$ cat src/rtl/mag_integrate_dump_pkg.sv
// Shared types and helpers for the magnitude integrate-and-dump stage.
package mag_integrate_dump_pkg;

   typedef enum logic {ST_IDLE, ST_ACC} integ_state_t;

   // The sum width holds a full-scale window without overflow.
   function automatic int acc_width(input int in_w, input int len_w);
      return in_w + len_w;
   endfunction

endpackage

$ cat src/rtl/mag_integrate_dump_if.sv
// Sample/window-control bus between the abs stage and the integrate-and-dump stage.
// Handshake: a sample transfers on every rising clk where we=1 and clear=0; there is no
// back-pressure. valid is a one-cycle pulse that marks a new sum (and peak).
interface mag_integrate_dump_if #(
   parameter int IN_WIDTH  = 8,
   parameter int LEN_WIDTH = 8
);
   localparam int ACC_WIDTH = IN_WIDTH + LEN_WIDTH;

   logic [IN_WIDTH-1:0]  in;
   logic                 we;
   logic [LEN_WIDTH-1:0] len;
   logic                 clear;
   logic [ACC_WIDTH-1:0] sum;
   logic                 valid;
   logic [IN_WIDTH-1:0]  peak;

   modport master (output in, we, len, clear, input sum, valid, peak);
   modport slave  (input in, we, len, clear, output sum, valid, peak);

endinterface

$ cat src/rtl/mag_integrate_dump_peak_hold.sv
// Running maximum over one window; the max is published to peak when the window dumps.
module mag_peak_hold #(
   parameter int WIDTH = 8
) (
   input  logic             clk,
   input  logic             aresetn,
   input  logic [WIDTH-1:0] in,
   input  logic             we,
   input  logic             restart,
   input  logic             dump,
   output logic [WIDTH-1:0] peak
);

   logic [WIDTH-1:0] run_max;
   logic [WIDTH-1:0] base;
   logic [WIDTH-1:0] next_max;

   always_comb begin
      base     = restart ? '0 : run_max;
      next_max = (we && (in > base)) ? in : base;
   end

   always_ff @(posedge clk or negedge aresetn) begin
      if (!aresetn) begin
         run_max <= '0;
         peak    <= '0;
      end else if (dump) begin
         peak    <= next_max;
         run_max <= '0;
      end else begin
         run_max <= next_max;
      end
   end

endmodule

$ cat src/rtl/mag_integrate_dump.sv
// Integrate-and-dump: sums len+1 magnitude samples per window and pulses valid with the sum.
// Build option MAG_INTEGRATE_DUMP_PEAK_EN adds a per-window peak hold; otherwise peak is 0.
module mag_integrate_dump
   import mag_integrate_dump_pkg::*;
#(
   parameter int IN_WIDTH  = 8,
   parameter int LEN_WIDTH = 8
) (
   input  logic                  clk,
   input  logic                  aresetn,
   mag_integrate_dump_if.slave   bus,
   output integ_state_t          dbg_state
);

   localparam int ACC_WIDTH = acc_width(IN_WIDTH, LEN_WIDTH);

   integ_state_t          state, state_d;
   logic [LEN_WIDTH-1:0]  len_q;
   logic [LEN_WIDTH-1:0]  cnt;
   logic [ACC_WIDTH-1:0]  acc;
   logic [ACC_WIDTH-1:0]  acc_sum;
   logic [ACC_WIDTH-1:0]  sum_q;
   logic                  valid_q;
   logic                  take;
   logic                  start;
   logic                  dump;

   always_ff @(posedge clk or negedge aresetn) begin
      if (!aresetn) state <= ST_IDLE;
      else          state <= state_d;
   end

   always_comb begin
      state_d = state;
      if (bus.clear) begin
         state_d = ST_IDLE;
      end else if (bus.we) begin
         case (state)
            ST_IDLE: state_d = (bus.len == '0) ? ST_IDLE : ST_ACC;
            ST_ACC:  if (cnt == len_q) state_d = ST_IDLE;
            default: state_d = ST_IDLE;
         endcase
      end
   end

   // In ST_IDLE the incoming sample seeds the window, so the old accumulator is ignored.
   always_comb begin
      take    = bus.we && !bus.clear;
      start   = take && (state == ST_IDLE);
      dump    = take && ((state == ST_IDLE) ? (bus.len == '0) : (cnt == len_q));
      acc_sum = ((state == ST_IDLE) ? '0 : acc) + ACC_WIDTH'(bus.in);
   end

   always_ff @(posedge clk or negedge aresetn) begin
      if (!aresetn) begin
         len_q   <= '0;
         cnt     <= '0;
         acc     <= '0;
         sum_q   <= '0;
         valid_q <= 1'b0;
      end else begin
         valid_q <= 1'b0;
         if (bus.clear) begin
            acc <= '0;
            cnt <= '0;
         end else if (take) begin
            if (start) len_q <= bus.len;
            if (dump) begin
               sum_q   <= acc_sum;
               valid_q <= 1'b1;
               acc     <= '0;
               cnt     <= '0;
            end else begin
               acc <= acc_sum;
               cnt <= cnt + LEN_WIDTH'(1);
            end
         end
      end
   end

   assign bus.sum   = sum_q;
   assign bus.valid = valid_q;
   assign dbg_state = state;

`ifdef MAG_INTEGRATE_DUMP_PEAK_EN
   logic [IN_WIDTH-1:0] peak_q;
   logic                peak_restart;

   assign peak_restart = bus.clear || (state == ST_IDLE);

   mag_peak_hold #(.WIDTH(IN_WIDTH)) u_peak (
      .clk     (clk),
      .aresetn (aresetn),
      .in      (bus.in),
      .we      (take),
      .restart (peak_restart),
      .dump    (dump),
      .peak    (peak_q)
   );

   assign bus.peak = peak_q;
`else
   assign bus.peak = '0;
`endif

endmodule

$ cat src/flat_wrapper.sv
// flat-port wrapper written by rule: the top's interface ports become plain ports
module mag_integrate_dump_flat import mag_integrate_dump_pkg::*;
#(
   parameter int IN_WIDTH  = 8,
   parameter int LEN_WIDTH = 8
)
  (clk, aresetn, dbg_state, bus_in, bus_we, bus_len, bus_clear, bus_sum, bus_valid, bus_peak);
  mag_integrate_dump_if #(.IN_WIDTH(IN_WIDTH), .LEN_WIDTH(LEN_WIDTH)) bus_i ();
  input  logic clk;
  input  logic aresetn;
  output integ_state_t dbg_state;
  input wire logic [$bits(bus_i.in)-1:0] bus_in;
  input wire logic [$bits(bus_i.we)-1:0] bus_we;
  input wire logic [$bits(bus_i.len)-1:0] bus_len;
  input wire logic [$bits(bus_i.clear)-1:0] bus_clear;
  output wire logic [$bits(bus_i.sum)-1:0] bus_sum;
  output wire logic [$bits(bus_i.valid)-1:0] bus_valid;
  output wire logic [$bits(bus_i.peak)-1:0] bus_peak;
  assign bus_i.in = bus_in;
  assign bus_i.we = bus_we;
  assign bus_i.len = bus_len;
  assign bus_i.clear = bus_clear;
  assign bus_sum = bus_i.sum;
  assign bus_valid = bus_i.valid;
  assign bus_peak = bus_i.peak;
  mag_integrate_dump #(.IN_WIDTH(IN_WIDTH), .LEN_WIDTH(LEN_WIDTH)) u_core (.clk(clk), .aresetn(aresetn), .bus(bus_i), .dbg_state(dbg_state));
endmodule
$ cat config.mk
export PLATFORM = sky130hd
export DESIGN_NAME = mag_integrate_dump_flat
export DESIGN_NICKNAME = d
export VERILOG_FILES = /design/src/rtl/mag_integrate_dump_pkg.sv /design/src/rtl/mag_integrate_dump_if.sv /design/src/rtl/mag_integrate_dump_peak_hold.sv /design/src/rtl/mag_integrate_dump.sv /design/src/flat_wrapper.sv
export SDC_FILE = /design/constraint.sdc
export NUM_CORES = 1
export LEC_CHECK = 0
export ABC_CLOCK_PERIOD_IN_PS = 2400
export BUFFER_PORTS_ARGS = -buffer_cell sky130_fd_sc_hd__buf_4
export CAP_MARGIN = 20
export CORE_MARGIN = 3
export CORE_UTILIZATION = 50
export DETAILED_ROUTE_END_ITERATION = 8
export GPL_ROUTABILITY_DRIVEN = 0
export GPL_TIMING_DRIVEN = 0
export PLACE_DENSITY = 0.73
export REMOVE_ABC_BUFFERS = 1
export SLEW_MARGIN = 20
export SYNTH_ARGS = -nofsm -noshare
export SYNTH_HDL_FRONTEND = slang
export SYNTH_SLANG_ARGS = --single-unit
export TNS_END_PERCENT = 5
$ cat constraint.sdc
create_clock -name clk -period 2.4 [get_ports clk]
set_input_delay 0.48 -clock clk [delete_from_list [all_inputs] [get_ports clk]]
set_output_delay 0.48 -clock clk [all_outputs]
set_load 0.1 [all_outputs]
Word-level counts from Yosys, hierarchy flattened:

Index checks and enable logic that the tools add are counted.

* logic and storage cells: 36
* output and inout port bits: 26
* bits in registers: 50
* bits of input ports: 20

* bitwise logic cells: 2
* muxes and demuxes: 16
* equal/unequal tests: 1
* add/sub/neg operators: 2
* reductions and logical operators: 9

Operator list (count)
* $mux 16: 4
* $mux 8: 3
* $add 16x8->16: 1
* $add 8x1->8 const B: 1
* $eq 8x8->1: 1
* $logic_not 8->1: 1
* $mux 1: 8
* $reduce_and 3->1: 2
* $reduce_bool 2->1: 2
* $logic_and 1x1->1: 3
* $not 1->1: 2
* $pmux 1 s2: 1
* $logic_not 1->1: 1

Depth between registers and ports, before layout:

* depth after elaboration: 6
* mapped depth: 11
* mapped depth without buffers: 9

Least setup slack after synthesis:

No wires, ideal clock.

* kind: flip-flop to flip-flop
* from: reg u_core.state, in the netlist u_core.dbg_state
* to: reg u_core.sum_q[12], in the netlist u_core.bus.sum[12]
* setup slack: -0.779 ns
* cell stages (with the launch flop): 12
* period minus slack after synthesis: 3.179 ns
* path buffers: 2
* required time: 2.271 ns
* setup time: 0.129 ns
* arrival: 3.051 ns
* cell sequence: dfrtp_1 > buf_2 > clkbuf_1 > and2_1 > ha_1 > fa_1 > a21o_1 > a221oi_1 > o21ai_1 > nand4_1 > xor2_1 > o21ai_0

* word-level cells in the longest chain between the ends: 3
* elaborated cells on any way between the ends: 5
* classes of those cells: 1 x add/sub; 2 x mux; 2 x reduce/logical

Ends and longest elaborated chain
* start, declared: RTL line mag_integrate_dump.sv:17 `integ_state_t state, state_d;`
* start signal, assigned: RTL line mag_integrate_dump.sv:30 `else state <= state_d;`
* branches (longest 3 deep; another with $add 16x8->16)
* end signal, assigned: RTL line mag_integrate_dump.sv:69 `sum_q <= acc_sum;`
* end, declared: RTL line mag_integrate_dump.sv:22 `logic [ACC_WIDTH-1:0] sum_q;`

Parallel ways; which one is timed is not known.
A chain may end at the register's enable or synchronous reset.

Final worst setup path:

* from: reg u_core.state, in the netlist u_core.dbg_state
* to: reg u_core.acc[13]

* word-level cells in the longest chain between the ends: 5
* elaborated cells on any way between the ends: 7
* classes of those cells: 1 x add/sub; 5 x mux; 1 x reduce/logical

Ends and longest elaborated chain
* $mux 16 or $mux 1 (tied branches): RTL line mag_integrate_dump.sv:51, mag_integrate_dump.sv:50
* $add 16x8->16 or $logic_and 1x1->1 (tied branches): RTL line mag_integrate_dump.sv:51, mag_integrate_dump.sv:50
* $mux 16 (*): RTL line mag_integrate_dump.sv:68 `if (dump) begin`
* $mux 16 (*): RTL line mag_integrate_dump.sv:66 `end else if (take) begin`
* $mux 16 (*): RTL line mag_integrate_dump.sv:63 `if (bus.clear) begin`
* end signal, assigned: RTL line mag_integrate_dump.sv:74 `acc <= acc_sum;`
* end, declared: RTL line mag_integrate_dump.sv:20 `logic [ACC_WIDTH-1:0] acc;`

Mark *: on every way between the ends. The rest lies on a longest branch, timed or not. The select of a mux whose other input is x is not followed.

==> results.ini <==
[sta]
tightestPinTransition_ps = 704
finClkSkew_ps = 5.40
setup_viol = 1
fin_ws_ps = -23.9
finalCriticalPeriod_ps = 2420
whs_ps = 189
fin_crit_sh = 1.01
rsz0062_at_grt = yes
drv_slew = 0
slew_headroom = 0.530
finalHoldViolations = 0
fmaxAchievable_ghz = 0.413

[clock_tree]
h-tree-depth = 2
cts_tree = yes
cts-hold-fix-buffers = 0
insertion_delay_ps = 300
clk_pin_slew_ps = 90
clk_path_buf_depth = 2
cts_root_buffer = clkbuf_8
cts_buffers = 5
clock_sinks = 50

[power]
internal_power_mw = 1.27
p_clk_frac = 0.244
switching_share = 0.334
p_seq_frac = 0.494
combinationalPowerShare = 0.263
ir_worst_vdd_v = 0.000365
power_switching_uw = 637
p_per_area_nw_per_um2 = 591
leakage_nw = 1.50
p_total_mw = 1.91

[synth]
netlist_area_um2 = 2610
synth_top_cell_area_share = 0.480
ys_ff_latch = 50
synth_warnings = 0
synth_top_cell_by_area = dfrtp_1
ys_types = 37
avgSynthCellArea_um2 = 10.4
synth-seq-area-share = 0.480
synth_area_leaders = dfrtp_1, mux2_2, nand2_1
synthCells = 250

[worst_setup_path]
critPathBufInv = 1
cp-start-kind = flip-flop
crit_chain = buf_4 -> and2_1 -> ha_4 -> a21o_1 -> o21bai_2 -> a41o_1 -> a311oi_2 -> nor2_2 -> o21ai_0
max_stage_delay_ps = 450
endpoint_kind = flip-flop
required_ps = 2620
crit_path_top_delay_cell = dfrtp_2
critPathMaxFanout = 4
worstPathArrival_ps = 2640
criticalPathCategory = flip-flop to flip-flop
path_delay_family = compound AO/OA/AOI/OAI gates

[global_route]
overflow = 0
grt_pass1_vias = 1882
track_usage = 0.178
antenna_found_initial = 0
grt_pass1_wl_um = 8760
grt_max_degree = 51

[floorplan]
start_util = 0.535
rows = 25
dieArea_um2 = 6120
die_h_um = 78.2
io-pin-count = 46
core_um2 = 4880
die_w_um = 78.2

[layout]
layout-drive-gt1-share = 0.312
design_area_um2 = 3220
utilization = 0.660
nNetsFinal = 325
final_cells = 362
diodes = 0
area_delta_synth_final_pct = 23.5
fillCellCount = 391

[detailed_routing]
avgRoutedWirePerCell_um = 15.0
drt_wl_total_um = 5440
drt-pass1-iter-count = 4
vias = 1951
vias_per_cell = 5.39
drt_iter0_drc = 77
drtAntennaViolNets = 0
drc = 0

[placed_design]
placed_area_um2 = 2910
portBuffers = 37
place_inst = 346
place_hpwl_um = 3600

[worst_hold_path]
hold_class = input port to async pin

[flow_run]
maxCapViolCount = 0

[outcome]
status = finished with violations
failed_checks = negative setup slack

## worst reg2reg max path: stages, from the launching register on
cell,delay [ps]
dfrtp_2,450
buf_4,160
and2_1,160
ha_4,240
a21o_1,200
o21bai_2,240
a41o_1,320
a311oi_2,330
nor2_2,100
o21ai_0,160
## cells by family after synthesis
family                     synth area share
and+or+nand+nor                       0.146
DFF                                   0.480
AOI/OAI and AO/OA                     0.120
xor gates and xnor gates             0.0772
muxes                                0.0801
buffers and inverters                0.0441
adders and majority gates            0.0508
other                               0.00144
## cell usage after synthesis, drive strengths merged
master / number
and2: 8
xnor2: 13
nor3: 6
nand4: 3
a311oi: 1
o21ai: 20
and3: 5
o31ai: 2
a211oi: 1
and4: 2
mux2i: 4
conb: 1
nand2b: 1
buf: 12
inv: 3
nand2: 36
o21bai: 1
nand3: 8
clkbuf: 4
a21oi: 7
nor2: 9
a21o: 4
xor2: 10
a22o: 8
nor4: 2
fa: 1
o211ai: 1
ha: 9
mux2: 15
dfrtp: 50
a41o: 1
a221oi: 1
nor2b: 1
## final cells by class
| type | instances | area, um2 | area share |
|---|---|---|---|
| multi-input cells | 188 | 1430 | 0.445 |
| flip-flops and latches | 50 | 1250 | 0.389 |
| repair buffers | 47 | 364 | 0.113 |
| well taps | 67 | 83.8 | 0.0260 |
| clock buffers | 7 | 76.3 | 0.0237 |
| inverters | 3 | 11.3 | 0.00350 |
## stage by stage
stage / TNS [ps] / setup WS (ps)
floorplan: -10000 / -622
global placement: -7160 / -589
detailed placement: -7500 / -576
CTS: -2.74 / -2.74
global route: -673 / -90.5
finish: -23.9 / -23.9
## flip-flops by register name, indices dropped and copies added, names as in the netlist
register / cells
u_core.acc: 16
u_core.bus.sum: 16
u_core.cnt: 8
u_core.len_q: 8
u_core.bus.valid: 1
u_core.dbg_state: 1
## worst paths after layout
kind                       slack, ps                  to          startpoint  depth (start not counted)
max                              -20      u_core.acc[13]    u_core.dbg_state                          9
max reg2reg                      -20      u_core.acc[13]    u_core.dbg_state                          9
min                              190   u_core.bus.sum[0]             aresetn                          1
min in group clk                 420     u_core.len_q[1]          bus_len[1]                          2
min reg2reg                      480  u_core.bus.sum[11]  u_core.bus.sum[11]                          2
max in group asynchronous       1760    u_core.dbg_state             aresetn                          1
## cell usage in the layout (no fill, tap or decap), types with 2 or more instances in the layout
cell type and instances:
ha_4 3, xor2_2 4, conb_1 8, and2_1 6, o21ai_1 7, and3_1 5
nor3_1 6, mux2i_1 4, mux2_2 14, nand4_1 3, nand3_1 6, a21oi_1 6
ha_1 6, nor2_1 6, dfrtp_1 49, xnor2_1 12, nor4_1 2, clkbuf_1 2
nand2_1 35, a22o_1 8, buf_4 45, a21o_1 4, nor2_2 3, nand3_2 2
inv_1 3, clkbuf_8 5, and4_1 2, and2_4 2, o21ai_0 12, xor2_1 6
## repair_timing
item / in CTS / in global routing
endpoints found under the setup margin: 30 / 16
pin swaps: 4 / 12
setup buffers: 6 / 4
gates resized for setup: 7 / 28
## power groups by stage
stage / logic (mW) / registers, mW / clock network (mW)
finish: 0.500 / 0.941 / 0.465
global route: 0.530 / 0.949 / 0.516
CTS: 0.474 / 0.940 / 0.478
detailed placement: 0.454 / 0.963 / 0
global placement: 0.446 / 0.959 / 0
floorplan: 0.210 / 1.09 / 0
## layer usage
metal,wire [um],global-route usage,vias to the layer above,share of wire
met1,2470,0.236,948,0.45
met4,78,0.0472,0,0.014
met3,241,0.0401,11,0.044
met2,2660,0.297,51,0.49
li1,-,-,941,-
met5,0,0,-,0
Power figures use the tool's default switching activity.
